===== src/rtl/t07_spi_pkg.sv =====
// Shared types and frame (de)interleave helpers for the SPI TFT link.
// Used by t07_spi_frame_rx and the matching transmitter.
package t07_spi_pkg;

  localparam int FRAME_BITS_DEF = 64;

  typedef enum logic [1:0] {
    ST_IDLE    = 2'd0,
    ST_SHIFT   = 2'd1,
    ST_WAIT_CS = 2'd2
  } state_e;

  typedef struct packed {
    logic [31:0] addr;
    logic [31:0] data;
  } word_pair_t;

  // Frame byte order on the wire: A3 D3 A2 D2 A1 D1 A0 D0 (MSB first).
  function automatic word_pair_t deinterleave(input logic [63:0] f);
    word_pair_t p;
    p.addr = {f[63:56], f[47:40], f[31:24], f[15:8]};
    p.data = {f[55:48], f[39:32], f[23:16], f[7:0]};
    return p;
  endfunction

  function automatic logic [63:0] interleave(input logic [31:0] addr,
                                             input logic [31:0] data);
    return {addr[31:24], data[31:24], addr[23:16], data[23:16],
            addr[15:8],  data[15:8],  addr[7:0],   data[7:0]};
  endfunction

endpackage


===== src/rtl/t07_sync_edge.sv =====
// N-stage synchroniser with rise/fall detection on the synchronised level.
module t07_sync_edge #(
  parameter int STAGES = 2
) (
  input  logic clk,
  input  logic nrst,
  input  logic d_i,
  output logic rise_o,
  output logic fall_o
);

  logic [STAGES-1:0] sync_q;
  logic              prev_q;

  always_ff @(posedge clk or negedge nrst) begin
    if (!nrst) begin
      sync_q <= '0;
      prev_q <= 1'b0;
    end else begin
      sync_q <= {sync_q[STAGES-2:0], d_i};
      prev_q <= sync_q[STAGES-1];
    end
  end

  assign rise_o = ~prev_q &  sync_q[STAGES-1];
  assign fall_o =  prev_q & ~sync_q[STAGES-1];

endmodule


===== src/rtl/t07_spi_frame_rx.sv =====
// SPI target: receives interleaved address/data frames and offers them on valid/ready.
// Define T07_SPIRX_MISO_EN to echo the last accepted frame on miso_o.
module t07_spi_frame_rx
  import t07_spi_pkg::*;
#(
  parameter int FRAME_BITS  = FRAME_BITS_DEF,
  parameter int SYNC_STAGES = 2
) (
  input  logic        clk,
  input  logic        nrst,
  input  logic        cs_n_i,
  input  logic        sclk_i,
  input  logic        mosi_i,
  input  logic        ready_i,
  input  logic        clr_i,
  output logic [31:0] addr_o,
  output logic [31:0] data_o,
  output logic        valid_o,
  output logic        busy_o,
  output logic        abort_o,
  output logic        overrun_o,
  output logic        miso_o
);

  localparam int CW = $clog2(FRAME_BITS + 1);

  logic [SYNC_STAGES-1:0] cs_sync_q, mosi_sync_q;
  logic                   cs_s, mosi_s, sclk_rise, sclk_fall;
  state_e                 state_q, state_d;
  logic [CW-1:0]          cnt_q, cnt_d;
  logic [FRAME_BITS-1:0]  shift_q, shift_d;
  logic                   done_q, done_d, abort_q, abort_d;
  logic [31:0]            addr_q, addr_d, data_q, data_d;
  logic                   valid_q, valid_d, ovr_q, ovr_d;
  logic [63:0]            frame64;
  word_pair_t             rx_pair;

  // cs_n idles high, so its stages reset to 1 to avoid a false frame start.
  always_ff @(posedge clk or negedge nrst) begin
    if (!nrst) begin
      cs_sync_q   <= '1;
      mosi_sync_q <= '0;
    end else begin
      cs_sync_q   <= {cs_sync_q[SYNC_STAGES-2:0], cs_n_i};
      mosi_sync_q <= {mosi_sync_q[SYNC_STAGES-2:0], mosi_i};
    end
  end

  assign cs_s   = cs_sync_q[SYNC_STAGES-1];
  assign mosi_s = mosi_sync_q[SYNC_STAGES-1];

  t07_sync_edge #(.STAGES(SYNC_STAGES)) u_sclk_sync (
    .clk    (clk),
    .nrst   (nrst),
    .d_i    (sclk_i),
    .rise_o (sclk_rise),
    .fall_o (sclk_fall)
  );

  always_comb begin
    state_d = state_q;
    cnt_d   = cnt_q;
    shift_d = shift_q;
    done_d  = 1'b0;
    abort_d = 1'b0;
    case (state_q)
      ST_IDLE: begin
        if (!cs_s) begin
          cnt_d   = '0;
          state_d = ST_SHIFT;
        end
      end
      ST_SHIFT: begin
        if (cs_s) begin
          abort_d = 1'b1;
          cnt_d   = '0;
          state_d = ST_IDLE;
        end else if (sclk_rise) begin
          shift_d = {shift_q[FRAME_BITS-2:0], mosi_s};
          cnt_d   = cnt_q + 1'b1;
          if (cnt_q == CW'(FRAME_BITS - 1)) begin
            done_d  = 1'b1;
            state_d = ST_WAIT_CS;
          end
        end
      end
      ST_WAIT_CS: begin
        if (cs_s) state_d = ST_IDLE;
      end
      default: state_d = ST_IDLE;
    endcase
  end

  // Shorter frames are left-aligned so the address byte is still first.
  if (FRAME_BITS >= 64) begin : g_wide
    assign frame64 = shift_q[63:0];
  end else begin : g_narrow
    assign frame64 = {shift_q, {(64 - FRAME_BITS){1'b0}}};
  end

  assign rx_pair = deinterleave(frame64);

  // done_q is one cycle behind the last shift, so shift_q already holds bit 64.
  always_comb begin
    addr_d  = addr_q;
    data_d  = data_q;
    valid_d = valid_q;
    ovr_d   = ovr_q;
    if (valid_q && ready_i) valid_d = 1'b0;
    if (clr_i) ovr_d = 1'b0;
    if (done_q) begin
      if (!valid_q || ready_i) begin
        addr_d  = rx_pair.addr;
        data_d  = rx_pair.data;
        valid_d = 1'b1;
      end else begin
        ovr_d = 1'b1;
      end
    end
  end

  always_ff @(posedge clk or negedge nrst) begin
    if (!nrst) begin
      state_q <= ST_IDLE;
      cnt_q   <= '0;
      shift_q <= '0;
      done_q  <= 1'b0;
      abort_q <= 1'b0;
      addr_q  <= '0;
      data_q  <= '0;
      valid_q <= 1'b0;
      ovr_q   <= 1'b0;
    end else begin
      state_q <= state_d;
      cnt_q   <= cnt_d;
      shift_q <= shift_d;
      done_q  <= done_d;
      abort_q <= abort_d;
      addr_q  <= addr_d;
      data_q  <= data_d;
      valid_q <= valid_d;
      ovr_q   <= ovr_d;
    end
  end

  assign addr_o    = addr_q;
  assign data_o    = data_q;
  assign valid_o   = valid_q;
  assign busy_o    = (state_q == ST_SHIFT);
  assign abort_o   = abort_q;
  assign overrun_o = ovr_q;

`ifdef T07_SPIRX_MISO_EN
  logic        cs_prev_q;
  logic [63:0] tx_q;

  always_ff @(posedge clk or negedge nrst) begin
    if (!nrst) begin
      cs_prev_q <= 1'b1;
      tx_q      <= '0;
    end else begin
      cs_prev_q <= cs_s;
      if (cs_prev_q && !cs_s) tx_q <= interleave(addr_q, data_q);
      else if (sclk_fall)     tx_q <= {tx_q[62:0], 1'b0};
    end
  end

  assign miso_o = tx_q[63];
`else
  logic unused_sclk_fall;
  assign unused_sclk_fall = sclk_fall;
  assign miso_o = 1'b0;
`endif

endmodule


===== config.mk =====
export PLATFORM = sky130hd
export DESIGN_NAME = t07_spi_frame_rx
export DESIGN_NICKNAME = d
export VERILOG_FILES = /design/src/rtl/t07_spi_pkg.sv /design/src/rtl/t07_sync_edge.sv /design/src/rtl/t07_spi_frame_rx.sv
export SDC_FILE = /design/constraint.sdc
export NUM_CORES = 1
export LEC_CHECK = 0
export BUFFER_PORTS_ARGS = -buffer_cell sky130_fd_sc_hd__buf_2
export CAP_MARGIN = 10
export CORE_ASPECT_RATIO = 1.4
export CORE_MARGIN = 4
export CORE_UTILIZATION = 51
export DETAILED_ROUTE_END_ITERATION = 6
export GPL_TIMING_DRIVEN = 0
export PLACE_DENSITY_LB_ADDON = 0.15
export SKIP_CTS_REPAIR_TIMING = 1
export SLEW_MARGIN = 20
export SYNTH_ARGS = -nofsm -noshare
export SYNTH_HDL_FRONTEND = slang
export SYNTH_SLANG_ARGS = --single-unit

===== constraint.sdc =====
create_clock -name clk -period 1.6 [get_ports clk]
set_input_delay 0.08 -clock clk [delete_from_list [all_inputs] [get_ports clk]]
set_output_delay 0.08 -clock clk [all_outputs]
set_load 0.01 [all_outputs]

After elaboration in Yosys (flattened, before gate mapping)
Index checks and enable logic that the tools add are counted.
Widths: inputs -> output; s select.

storage, ports and cells
  word-level logic and storage cells = 55
  flip-flop bits (word level) = 148
  output and inout port bits = 69
  input port bits = 7

operators by class
  equal/unequal tests = 7
  add/subtract/negate cells = 1
  bitwise gates (word level) = 3
  reduce and logical (&&, ||, !) cells = 9
  multiplexer cells = 22

operator list
  operator             count
  $mux 7               3
  $pmux 7 s2           1
  $mux 1               12
  $mux 2               5
  $add 7x1->7 const B  1
  $eq 7x6->1 const B   1
  $ne 3x1->1 const B   2
  $pmux 2 s3           1
  $reduce_and 3->1     2
  $ne 2x2->1 const B   2
  $reduce_and 4->1     1
  $eq 2x1->1 const B   1
  $eq 2x2->1 const B   1
  $logic_not 2->1      1
  $not 1->1            2
  $reduce_and 2->1     1
  $reduce_bool 2->1    1
  $and 1x1->1          1
  $logic_and 1x1->1    1
  $logic_not 1->1      1
  $logic_or 1x1->1     1

Logic depth before layout (Yosys ltp)
Gate-level depths: netlist of run 1.

  depth after elaboration = 5
  mapped depth = 6

By module
Synthesis of run 1 repeated with hierarchy kept, for this count alone.

second synthesis, totals
  cells, all modules = 338
  area, all modules = 5536.6 um^2

modules (own cells, without submodules)
  module            area an instance (um^2)  instances  cells an instance
  t07_spi_frame_rx  5446.5                   1          333
  t07_sync_edge     90.1                     1          5

Least setup slack after synthesis of run 1
No wires, ideal clock.

  kind = reg-to-reg
  start point = reg cs_sync_q[1]
  end point = reg cnt_q[3]
  arrival time = 1.427 ns
  setup time = 0.078 ns
  slack = 0.095 ns
  cell stages (with the launch flop) = 5
  path buffers = 0
  required time = 1.522 ns
  path through = dfstp_2 -> nor2b_1 -> a211o_4 -> or3_1 -> a21oi_1

between the ends
  cells in the longest elaborated chain, start to end = 2
  elaborated cells on any way between the ends = 5
  classes of those cells = eq/ne: 2; mux: 2; reduce/logical: 1

ends and longest elaborated chain
  item                                                             line                     RTL
  from (decl)                                                      t07_spi_frame_rx.sv:27   logic [SYNC_STAGES-1:0] cs_sync_q, mosi_sync_q;
  from (signal assigned)                                           t07_spi_frame_rx.sv:44   cs_sync_q <= {cs_sync_q[SYNC_STAGES-2:0], cs_n_i};
  $ne 3x1->1 (no source line), or another cell as far along        -
  $reduce_and 3->1 (no source line) or $pmux 7 s2 (tied branches)  -
  to (signal assigned)                                             t07_spi_frame_rx.sv:135  cnt_q <= cnt_d;
  to (decl)                                                        t07_spi_frame_rx.sv:30   logic [CW-1:0] cnt_q, cnt_d;

Parallel ways exist; a longest one is shown, timed or not.
A chain may end at the register's enable or synchronous reset.

Worst setup path after layout of run 1
  start point = reg cs_sync_q[1]
  end point = reg cnt_q[5]

The elaborated chain is that of the path after synthesis.

==> results of run 1 <==
-- Yosys cell counts (3+ instances only) --
| library cell | count | area, um^2 |
|---|---|---|
| o21ai_1 | 5 | 25.0 |
| nand3_1 | 3 | 15.0 |
| buf_1 | 8 | 30.0 |
| a21oi_1 | 4 | 20.0 |
| nor2b_1 | 4 | 25.0 |
| inv_1 | 3 | 11.3 |
| clkbuf_1 | 4 | 15.0 |
| nand2_1 | 196 | 736 |
| or3_1 | 4 | 25.0 |
| mux2_1 | 64 | 721 |
| buf_2 | 8 | 40.0 |
| dfrtp_1 | 146 | 3650 |
-- kinds of logic after synthesis --
kind of cell             Yosys count  synth area share, %
flip-flops                       148                 67.0
multiplexers                      64                 13.0
XOR/XNOR                           1                0.158
other                              1               0.0678
adder cells (fa/ha/maj)            1                0.226
AO/OA/AOI/OAI                     14                 1.74
buffers and inverters             24                 1.88
AND/OR/NAND/NOR                  220                 15.8
-- through the flow --
stage,TNS (ns),instance area [um^2],instances,hold WS (ns),worst slack [ns]
global placement,-235.57,6070,685,0.188,-1.60
detailed placement,-4.02,6110,686,0.0407,-0.0885
CTS,-8.22,6720,718,-0.402,-0.163
finish,0,6860,726,-0.00736,0.0312
global route,-0.0908,6860,726,0.0183,-0.0355
floorplan,0,5530,473,-0.216,0.0951
-- flip-flops by register name, indices dropped and copies added (netlist names) --
| signal | flops |
|---|---|
| abort_o | 1 |
| addr_o | 32 |
| cnt_q | 7 |
| cs_sync_q | 2 |
| data_o | 32 |
| done_q | 1 |
| frame64 | 64 |
| mosi_sync_q | 2 |
| overrun_o | 1 |
| state_q | 2 |
| u_sclk_sync.prev_q | 1 |
| u_sclk_sync.sync_q | 2 |
| valid_o | 1 |
-- worst max path at each step --
stage               slack, ns  depth (start not counted)     endpoint
floorplan                 0.1                          4     cnt_q[3]
global placement        -1.60                          1   addr_o[23]
detailed placement      -0.09                          6  frame64[58]
CTS                     -0.16                          6   frame64[1]
global route            -0.04                          4     cnt_q[6]
finish                   0.03                          4     cnt_q[5]
-- cell type report --
| cell class | count | area [um^2] |
|---|---|---|
| Tap cell | 138 | 173 |
| Fill cell | 845 | 3600 |
| Buffer | 21 | 125 |
| Timing Repair Buffer | 82 | 473 |
| Sequential cell | 148 | 3710 |
| Clock inverter | 13 | 158 |
| Inverter | 3 | 11.3 |
| Multi-Input combinational cell | 302 | 1760 |
| Clock buffer | 19 | 453 |
-- per-layer routing --
layer	wire length, um	global-route usage [%]	part of all wire [%]
met5	0	0	0
met4	153	6.49	1.5
met3	505	5.72	4.9
met2	5210	27.5	50
met1	4530	23.0	44
-- cells in the final DEF, fill, tap and decap left out, types with 2 or more instances in the layout --
cell type and instances:
or3_4 2, nor3_1 2, nand2_1 195, buf_4 3, dfrtp_1 145, nand3_1 3, clkinv_2 3, buf_2 83
inv_1 3, clkbuf_8 2, clkinvlp_4 7, and2_1 2, nor2b_1 3, clkbuf_16 17, nand4_1 2, or3_1 2
bufinv_16 3, dlygate4sd3_1 5, nand2b_1 2, dfstp_2 2, o21ai_1 5, clkbuf_4 8, a21oi_1 2, a21oi_2 2
mux2_1 64
-- worst max-delay path, cell delays in order, from the launching register on --
cell and delay (ns):
dfstp_2 0.58, nor2b_4 0.07, a211o_4 0.35, or3_1 0.36, a21oi_1 0.13
-- power by group --
group | internal (mW) | switching (mW) | leakage, nW
Sequential | 3.79 | 0.0348 | 2.04
Clock | 2.52 | 1.50 | 0.279
Combinational | 0.0658 | 0.141 | 1.58
==> impl_results.rst, run 1 <==
.. list-table::
   :header-rows: 1

   * - Metric
     - Value
   * - Result of the run
     - finished, violations left
   * - Failing checks
     - hold timing
   * - Synthesized area per cell
     - 11.7 um^2
   * - Maximum fanout count along the critical path
     - 5
   * - Top flip-flop cell by instance count after synthesis
     - dfrtp_1
   * - Worst hold path stage count
     - 3
   * - Fraction of layout cells with a size suffix above 1
     - 24.0%
   * - Combined global-route utilization of all metal layers
     - 17.7%
   * - Area of the mapped netlist
     - 5530 um^2
   * - CTS tree
     - built
   * - CTS Sinks
     - 148
   * - Top Ports
     - 76
   * - Relative slew margins
     - 52.8%
   * - Leak
     - 3.90 nW
   * - CTS root buffer
     - clkbuf_16
   * - Final RePlAce weighted congestion
     - 0.776
   * - First-pass GRT wire length
     - 17,400 um
   * - Routed WL
     - 10,400 um
   * - Total congestion overflow
     - 0
   * - Total inserted antenna cells
     - 0
   * - Gate count of the mapped netlist
     - 473
   * - Core area
     - 10,500 um^2
   * - Final hold violation count
     - 1
   * - Tcrit/Tclk final
     - 98.1%
   * - Die extent in y
     - 131 um
   * - Count of input and output buffers
     - 74
   * - Starting density of the core
     - 52.8%
   * - Setup clock skew after layout
     - 0.0104 ns
   * - Minimum clock period after layout
     - 1.57 ns
   * - Actual slew at the worst max-slew pin
     - 0.702 ns
   * - Area of the die
     - 12,600 um^2
   * - DRC violation total after the first TritonRoute iteration
     - 130
   * - Post-synthesis async set-or-reset flop share
     - 100%
   * - Total via count in the routed design
     - 3,647
   * - Number of storage elements in the synthesis netlist
     - 148
   * - Synth warn
     - 0
   * - RSZ-0062 raised after global routing
     - true
   * - Power density relative to cell area
     - 1170 nW/um^2
   * - Hold Slack
     - -0.00736 ns
   * - Inserted Clock Buffers
     - 17
   * - Number of optimization iterations in the first detailed-route pass
     - 4
   * - Startpoint of the lowest-slack hold path
     - ready_i
   * - Largest net degree at the start of global routing
     - 90
   * - Origin of the worst setup path
     - cs_sync_q[1]
   * - Number of global-route vias before repair
     - 3,593
   * - Upper clock frequency limit
     - 637 MHz
   * - Number of antenna violations at the first check in global routing
     - 0
   * - Clock network latency to the later pin of the worst-skew pair
     - 0.41 ns
   * - Worst r2r path cells
     - 4
   * - Synth cell types
     - 30
   * - Required time reported for the critical path endpoint
     - 1.94 ns
   * - Worst setup path category
     - reg -> reg
   * - Critical path endpoint category
     - flip-flop
   * - Antenna Violating Nets Remaining
     - 0
   * - Post-detailed-placement half-perimeter wirelength
     - 6790 um
   * - Arrival time of data at the critical path endpoint
     - 1.90 ns
   * - Final Max Slew Viols
     - 0
   * - Maximum VDD drop
     - 0.900 mV
   * - RR Startpoint
     - cs_sync_q[1]
   * - DR DRC count
     - 0
   * - Worst setup slack for register-to-register paths
     - 0.03 ns
   * - Setup violations, final
     - 0
   * - Min-delay worst type
     - in -> reg
   * - Number of enable flip-flop cells after synthesis
     - 0
   * - Post-route total power
     - 8.05 mW
   * - Total number of nets in the final design
     - 583
   * - Startpoint type of the worst setup path
     - flip-flop
   * - Portion of the post-synthesis area used by sequential elements
     - 67.0%
   * - Cell Rows
     - 44
   * - End of the worst register-to-register path
     - cnt_q[5]
   * - Worst-case clock buffer depth
     - 2
   * - Clock transition time at the flip-flop clock pins of the worst setup and hold paths
     - 0.06 ns
   * - Net count after synthesis
     - 481
   * - Hold worst-path end
     - valid_o
   * - Utilization after layout
     - 65.6%
   * - Maximum capacitance violations
     - 0
   * - Level count of the clock H-tree
     - 4
   * - Width of the die
     - 96.0 um
   * - Wire per inst
     - 14.3 um
   * - Number of vias per cell after detailed routing
     - 5.02
   * - Signed area change from the synthesized netlist to the final layout
     - 24.2%
(Power assumes the default switching activity.)
==> inputs of run 2 (changes only) <==
CORE_MARGIN = 8   (was 4)
CORE_UTILIZATION = 29   (was 51)
==> impl_results.rst, run 2 (synthesized netlist as in run 1, its figures left out) <==
.. list-table::
   :header-rows: 1

   * - Metric
     - Value
   * - Actual slew at the worst max-slew pin
     - 0.540 ns (was 0.702 ns)
   * - Signed area change from the synthesized netlist to the final layout
     - 26.1% (was 24.2%)
   * - Critical path endpoint category
     - flip-flop (unchanged)
   * - Clock power share
     - 50.0% (was 49.9%)
   * - Power density relative to cell area
     - 1150 nW/um^2 (was 1170 nW/um^2)
   * - Min-delay worst type
     - in -> reg (unchanged)
   * - Level count of the clock H-tree
     - 4 (unchanged)
   * - Final Max Slew Viols
     - 0 (unchanged)
   * - Final standard cell count with taps included and fillers excluded
     - 835 (was 726)
   * - Number of optimization iterations in the first detailed-route pass
     - 4 (unchanged)
   * - Post-route total power
     - 8.05 mW (about the same)
   * - Sequential cell fraction of total power
     - 47.5% (about the same)
   * - Upper clock frequency limit
     - 647 MHz (was 637 MHz)
   * - Required time reported for the critical path endpoint
     - 1.94 ns (about the same)
   * - Top Ports
     - 76 (unchanged)
   * - Setup clock skew after layout
     - 0.00719 ns (was 0.0104 ns)
   * - Routed WL
     - 11,600 um (was 10,400 um)
   * - RSZ-0062 raised after global routing
     - true (unchanged)
   * - Arrival time of data at the critical path endpoint
     - 1.89 ns (was 1.90 ns)
   * - Instance count after placement with tap cells included
     - 796 (was 686)
   * - Tcrit/Tclk final
     - 96.5% (was 98.1%)
   * - Core area
     - 19,000 um^2 (was 10,500 um^2)
   * - Setup violations, final
     - 0 (unchanged)
   * - Internal Power
     - 6.30 mW (was 6.38 mW)
   * - Flip-flop count of the largest register after layout
     - 64 (unchanged)
   * - Maximum fanout count along the critical path
     - 7 (was 5)
   * - Number of vias per cell after detailed routing
     - 4.26 (was 5.02)
   * - Area of the die
     - 23,800 um^2 (was 12,600 um^2)
   * - Worst-case setup margin in the final layout
     - 0.0553 ns (was 0.0312 ns)
   * - Die extent in y
     - 179 um (was 131 um)
   * - Count of filler cells inserted in the layout
     - 1,900 (was 845)
   * - CTS Sinks
     - 148 (unchanged)
   * - Count of input and output buffers
     - 74 (unchanged)
   * - Number of global-route vias before repair
     - 3,716 (was 3,593)
   * - Wire per inst
     - 13.9 um (was 14.3 um)
   * - First-pass GRT wire length
     - 19,700 um (was 17,400 um)
   * - DRC violation total after the first TritonRoute iteration
     - 239 (was 130)
   * - Minimum clock period after layout
     - 1.54 ns (was 1.57 ns)
   * - Multi-input gate area
     - 1730 um^2 (was 1760 um^2)
   * - CTS tree
     - built (unchanged)
   * - Inserted Clock Buffers
     - 17 (unchanged)
   * - Worst setup slack for register-to-register paths
     - 0.06 ns (was 0.03 ns)
   * - Proportion of power drawn by combinational gates
     - 2.5% (was 2.6%)
   * - Critical path buffers and inverters
     - 0 (unchanged)
   * - Width of the die
     - 133 um (was 96.0 um)
   * - Setup Slack @ Placement
     - -0.169 ns (was -0.0885 ns)
   * - Area of all placed cells without fillers
     - 6970 um^2 (was 6860 um^2)
   * - Leak
     - 3.91 nW (was 3.90 nW)
   * - Total via count in the routed design
     - 3,555 (was 3,647)
   * - Startpoint type of the worst setup path
     - flip-flop (unchanged)
   * - Final RePlAce weighted congestion
     - 0.691 (was 0.776)
   * - Final hold violation count
     - 0 (was 1)
   * - Fraction of layout cells with a size suffix above 1
     - 23.0% (was 24.0%)
   * - Total number of nets in the final design
     - 582 (was 583)
   * - Top Family by Delay on Critical Path
     - flip-flops (unchanged)
   * - Commonest cells after routing, fill and taps aside
     - nand2_1 (195), dfrtp_1 (145), buf_2 (76) (was nand2_1 (195), dfrtp_1 (145), buf_2 (83))
   * - Clock network latency to the later pin of the worst-skew pair
     - 0.42 ns (was 0.41 ns)
   * - CTS root buffer
     - clkbuf_16 (unchanged)
   * - Combined global-route utilization of all metal layers
     - 10.6% (was 17.7%)
   * - Net switching share of the total power
     - 21.7% (was 20.8%)
   * - Worst setup path category
     - reg -> reg (unchanged)
   * - Sw Pwr
     - 1.74 mW (was 1.68 mW)
   * - Number of antenna violations at the first check in global routing
     - 0 (unchanged)
   * - Worst-case clock buffer depth
     - 2 (unchanged)
   * - Largest net degree at the start of global routing
     - 98 (was 90)
   * - Crit-path max cell delay
     - 0.57 ns (was 0.58 ns)
   * - Cell Rows
     - 60 (was 44)
   * - Starting density of the core
     - 29.1% (was 52.8%)
   * - Maximum capacitance violations
     - 0 (unchanged)
   * - Crit-path cells
     - nor2b_2 -> a211o_4 -> or3_1 -> a21oi_1 (was nor2b_4 -> a211o_4 -> or3_1 -> a21oi_1)
   * - Post-place instance area
     - 6250 um^2 (was 6110 um^2)
   * - Clock transition time at the flip-flop clock pins of the worst setup and hold paths
     - 0.06 ns (about the same)
   * - Antenna Violating Nets Remaining
     - 0 (unchanged)
   * - Slowest library cell on the worst path
     - dfstp_2 (unchanged)
   * - DR DRC count
     - 0 (unchanged)
   * - Relative slew margins
     - 63.7% (was 52.8%)
   * - Post-detailed-placement half-perimeter wirelength
     - 7930 um (was 6790 um)
   * - Result of the run
     - completed (was finished, violations left)
   * - Post-Route Setup TNS
     - 0 ns (unchanged)
   * - Total inserted antenna cells
     - 0 (unchanged)
   * - Total congestion overflow
     - 0 (unchanged)
   * - Leading cell type in the layout, fill and taps excluded
     - nand2_1 (unchanged)
   * - Maximum VDD drop
     - 0.464 mV (was 0.900 mV)
   * - Sequential Area
     - 3710 um^2 (unchanged)
run 2: cell types whose count changed in the layout (fill, tap and decap cells not counted), sizes merged:
cell      previous run  this run
a211o                2         1
inv                  3         4
clkbuf              28        35
buf                 89        82
clkinv               3         6
clkinvlp             7         3
run 2: power by group through the flow:
stage	Sequential (mW)	Combinational, mW	Clock [mW]
after floorplan	3.88	0.0716	0
after global placement	3.89	0.177	0
after detailed placement	3.89	0.192	0
after CTS	3.83	0.192	4.13
after global routing	3.83	0.236	4.31
final	3.82	0.202	4.02
run 2: per-stage QoR:
stage / util [%] / hold WS (ns)
global placement: 32.7 / 0.186
finish: 36.7 / 0.0423
CTS: 36.0 / -0.430
global route: 36.7 / 0.0633
floorplan: - / -0.216
detailed placement: 32.9 / 0.0233
run 2: final timing paths:
kind | from | endpoint | depth (start not counted)
hold reg to reg | mosi_sync_q[0] | mosi_sync_q[1] | 0
max in group asynchronous | nrst | addr_o[1] | 3
setup / recovery | cs_sync_q[1] | cnt_q[5] | 4
min in group asynchronous | nrst | abort_o | 2
setup reg to reg | cs_sync_q[1] | cnt_q[5] | 4
hold / removal | ready_i | valid_o | 3
run 2: per-layer routing:
metal,wire (um),GRT usage (%)
met1,5160,12.3
met2,5750,17.1
met3,553,3.85
met4,173,4.98
met5,0,0
run 2: final cells by class:
type                       count  share of cell area (%)
sequential                   148                    53.2
multi-input combinational    301                    24.9
timing repair buffer          82                    6.79
clock buffer                  19                    6.21
tap                          248                    4.45
clock inverter                13                    2.28
buffer                        21                    2.03
inverter                       3                   0.162
run 2: tightest hold or removal path, cell delays in order:
cell and delay, ns:
buf_2 0.07, nand2b_1 0.18, nand2_1 0.08
==> inputs of run 3 (changes only) <==
clock period = 1.75 ns   (was 1.6 ns; I/O delays follow)
==> impl_results.rst, run 3 (synthesized netlist as in run 1, its figures left out) <==
.. list-table::
   :header-rows: 1

   * - Metric
     - Value
   * - Result of the run
     - completed (unchanged)
   * - Total number of nets in the final design
     - 580 (was 582)
   * - Die extent in y
     - 179 um (unchanged)
   * - Utilization after layout
     - 36.4% (was 36.7%)
   * - Inserted Clock Buffers
     - 17 (unchanged)
   * - Leading cell type in the layout, fill and taps excluded
     - nand2_1 (unchanged)
   * - Startpoint type of the worst setup path
     - flip-flop (unchanged)
   * - Cell Rows
     - 60 (unchanged)
   * - DR DRC count
     - 0 (unchanged)
   * - Clock transition time at the flip-flop clock pins of the worst setup and hold paths
     - 0.06 ns (about the same)
   * - Commonest cells after routing, fill and taps aside
     - nand2_1 (195), dfrtp_1 (146), buf_2 (80) (was nand2_1 (195), dfrtp_1 (145), buf_2 (76))
   * - Area of the die
     - 23,800 um^2 (unchanged)
   * - Number of optimization iterations in the first detailed-route pass
     - 4 (unchanged)
   * - CTS root buffer
     - clkbuf_16 (unchanged)
   * - Number of global-route vias before repair
     - 3,716 (unchanged)
   * - DRC violation total after the first TritonRoute iteration
     - 226 (was 239)
   * - Setup clock skew after layout
     - 0.00689 ns (was 0.00719 ns)
   * - CTS tree
     - built (unchanged)
   * - Worst setup path category
     - reg -> reg (unchanged)
   * - Width of the die
     - 133 um (unchanged)
   * - Routed WL
     - 11,700 um (was 11,600 um)
   * - Top Ports
     - 76 (unchanged)
   * - Power density relative to cell area
     - 1060 nW/um^2 (was 1150 nW/um^2)
   * - Required time reported for the critical path endpoint
     - 2.09 ns (was 1.94 ns)
   * - Total congestion overflow
     - 0 (unchanged)
   * - Critical path endpoint category
     - flip-flop (unchanged)
   * - Instance count after placement with tap cells included
     - 796 (unchanged)
   * - Final RePlAce weighted congestion
     - 0.691 (unchanged)
   * - Maximum fanout count along the critical path
     - 10 (was 7)
   * - Tcrit/Tclk final
     - 91.6% (was 96.5%)
   * - Number of vias per cell after detailed routing
     - 4.25 (was 4.26)
   * - Sequential Area
     - 3710 um^2 (about the same)
   * - Post-route total power
     - 7.35 mW (was 8.05 mW)
   * - Fraction of layout cells with a size suffix above 1
     - 21.9% (was 23.0%)
   * - Number of antenna violations at the first check in global routing
     - 0 (unchanged)
   * - Minimum clock period after layout
     - 1.60 ns (was 1.54 ns)
   * - RSZ-0062 raised after global routing
     - false (was true)
   * - Clock network latency to the later pin of the worst-skew pair
     - 0.42 ns (about the same)
   * - Final hold violation count
     - 0 (unchanged)
   * - Count of input and output buffers
     - 74 (unchanged)
   * - Final Max Slew Viols
     - 0 (unchanged)
   * - Maximum VDD drop
     - 0.431 mV (was 0.464 mV)
   * - Leak
     - 3.88 nW (was 3.91 nW)
   * - Post-detailed-placement half-perimeter wirelength
     - 7930 um (unchanged)
   * - Arrival time of data at the critical path endpoint
     - 1.95 ns (was 1.89 ns)
   * - Combined global-route utilization of all metal layers
     - 10.6% (unchanged)
   * - Min-delay worst type
     - in -> reg (unchanged)
   * - Maximum capacitance violations
     - 0 (unchanged)
   * - Starting density of the core
     - 29.1% (unchanged)
   * - Flip-flop count of the largest register after layout
     - 64 (unchanged)
   * - Core area
     - 19,000 um^2 (unchanged)
   * - Level count of the clock H-tree
     - 4 (unchanged)
   * - Relative slew margins
     - 63.9% (was 63.7%)
   * - Count of filler cells inserted in the layout
     - 1,905 (was 1,900)
   * - Antenna Violating Nets Remaining
     - 0 (unchanged)
   * - CTS Sinks
     - 148 (unchanged)
   * - Multi-input gate area
     - 1720 um^2 (was 1730 um^2)
   * - Setup violations, final
     - 0 (unchanged)
   * - Worst-case clock buffer depth
     - 2 (unchanged)
   * - Wire per inst
     - 14.0 um (was 13.9 um)
   * - Upper clock frequency limit
     - 624 MHz (was 647 MHz)
   * - First-pass GRT wire length
     - 19,700 um (unchanged)
   * - Total via count in the routed design
     - 3,544 (was 3,555)
   * - Final standard cell count with taps included and fillers excluded
     - 833 (was 835)
   * - Largest net degree at the start of global routing
     - 98 (unchanged)
   * - Total inserted antenna cells
     - 0 (unchanged)
   * - Signed area change from the synthesized netlist to the final layout
     - 24.9% (was 26.1%)
   * - Actual slew at the worst max-slew pin
     - 0.537 ns (was 0.540 ns)
[run 3: final timing paths]
path | from | end | slack [ns] | depth (start not counted)
max | cs_sync_q[1] | cnt_q[3] | 0.15 | 4
min | ready_i | valid_o | 0.01 | 3
max reg2reg | cs_sync_q[1] | cnt_q[3] | 0.15 | 4
min reg2reg | mosi_sync_q[0] | mosi_sync_q[1] | 0.35 | 0
max in group asynchronous | nrst | addr_o[1] | 0.77 | 3
min in group asynchronous | nrst | abort_o | 0.16 | 2
[run 3: final cells by class]
class | instances | area share (%)
multi-input cells | 301 | 24.9
plain buffers | 21 | 1.56
clock inverters | 13 | 2.30
clock buffers | 19 | 6.27
well taps | 248 | 4.49
repair buffers | 80 | 6.63
flip-flops and latches | 148 | 53.7
inverters | 3 | 0.163
[run 3: worst max-delay path, cell delays in order (launching register included)]
cell and delay [ns]:
dfstp_2 0.56, nor2b_1 0.08, a211o_4 0.39, or3_1 0.36, a21oi_1 0.14
[run 3: routing by layer]
metal / up-vias / global-route usage, % / part of all wire (%)
met1: 1750 / 12.3 / 45
met5: - / 0 / 0
met2: 60 / 17.1 / 49
met3: 8 / 3.85 / 4.7
met4: 0 / 4.98 / 1.3
li1: 1726 / - / -
[run 3: where the power goes]
group | switching (mW) | internal (mW)
clock | 1.43 | 2.24
sequential | 0.0312 | 3.46
combinational | 0.125 | 0.0513
total | 1.59 | 5.75
[run 3: metrics by stage]
stage	hold WS [ns]	cell area, um^2	TNS (ns)	setup slack [ns]
floorplan	-0.208	5530	0	0.245
CTS	-0.423	6840	-0.365	-0.0322
finish	0.0116	6910	0	0.147
detailed placement	0.0308	6250	-0.0849	-0.0193
global placement	0.194	6210	-238.24	-1.64
global route	0.0322	6910	0	0.0198
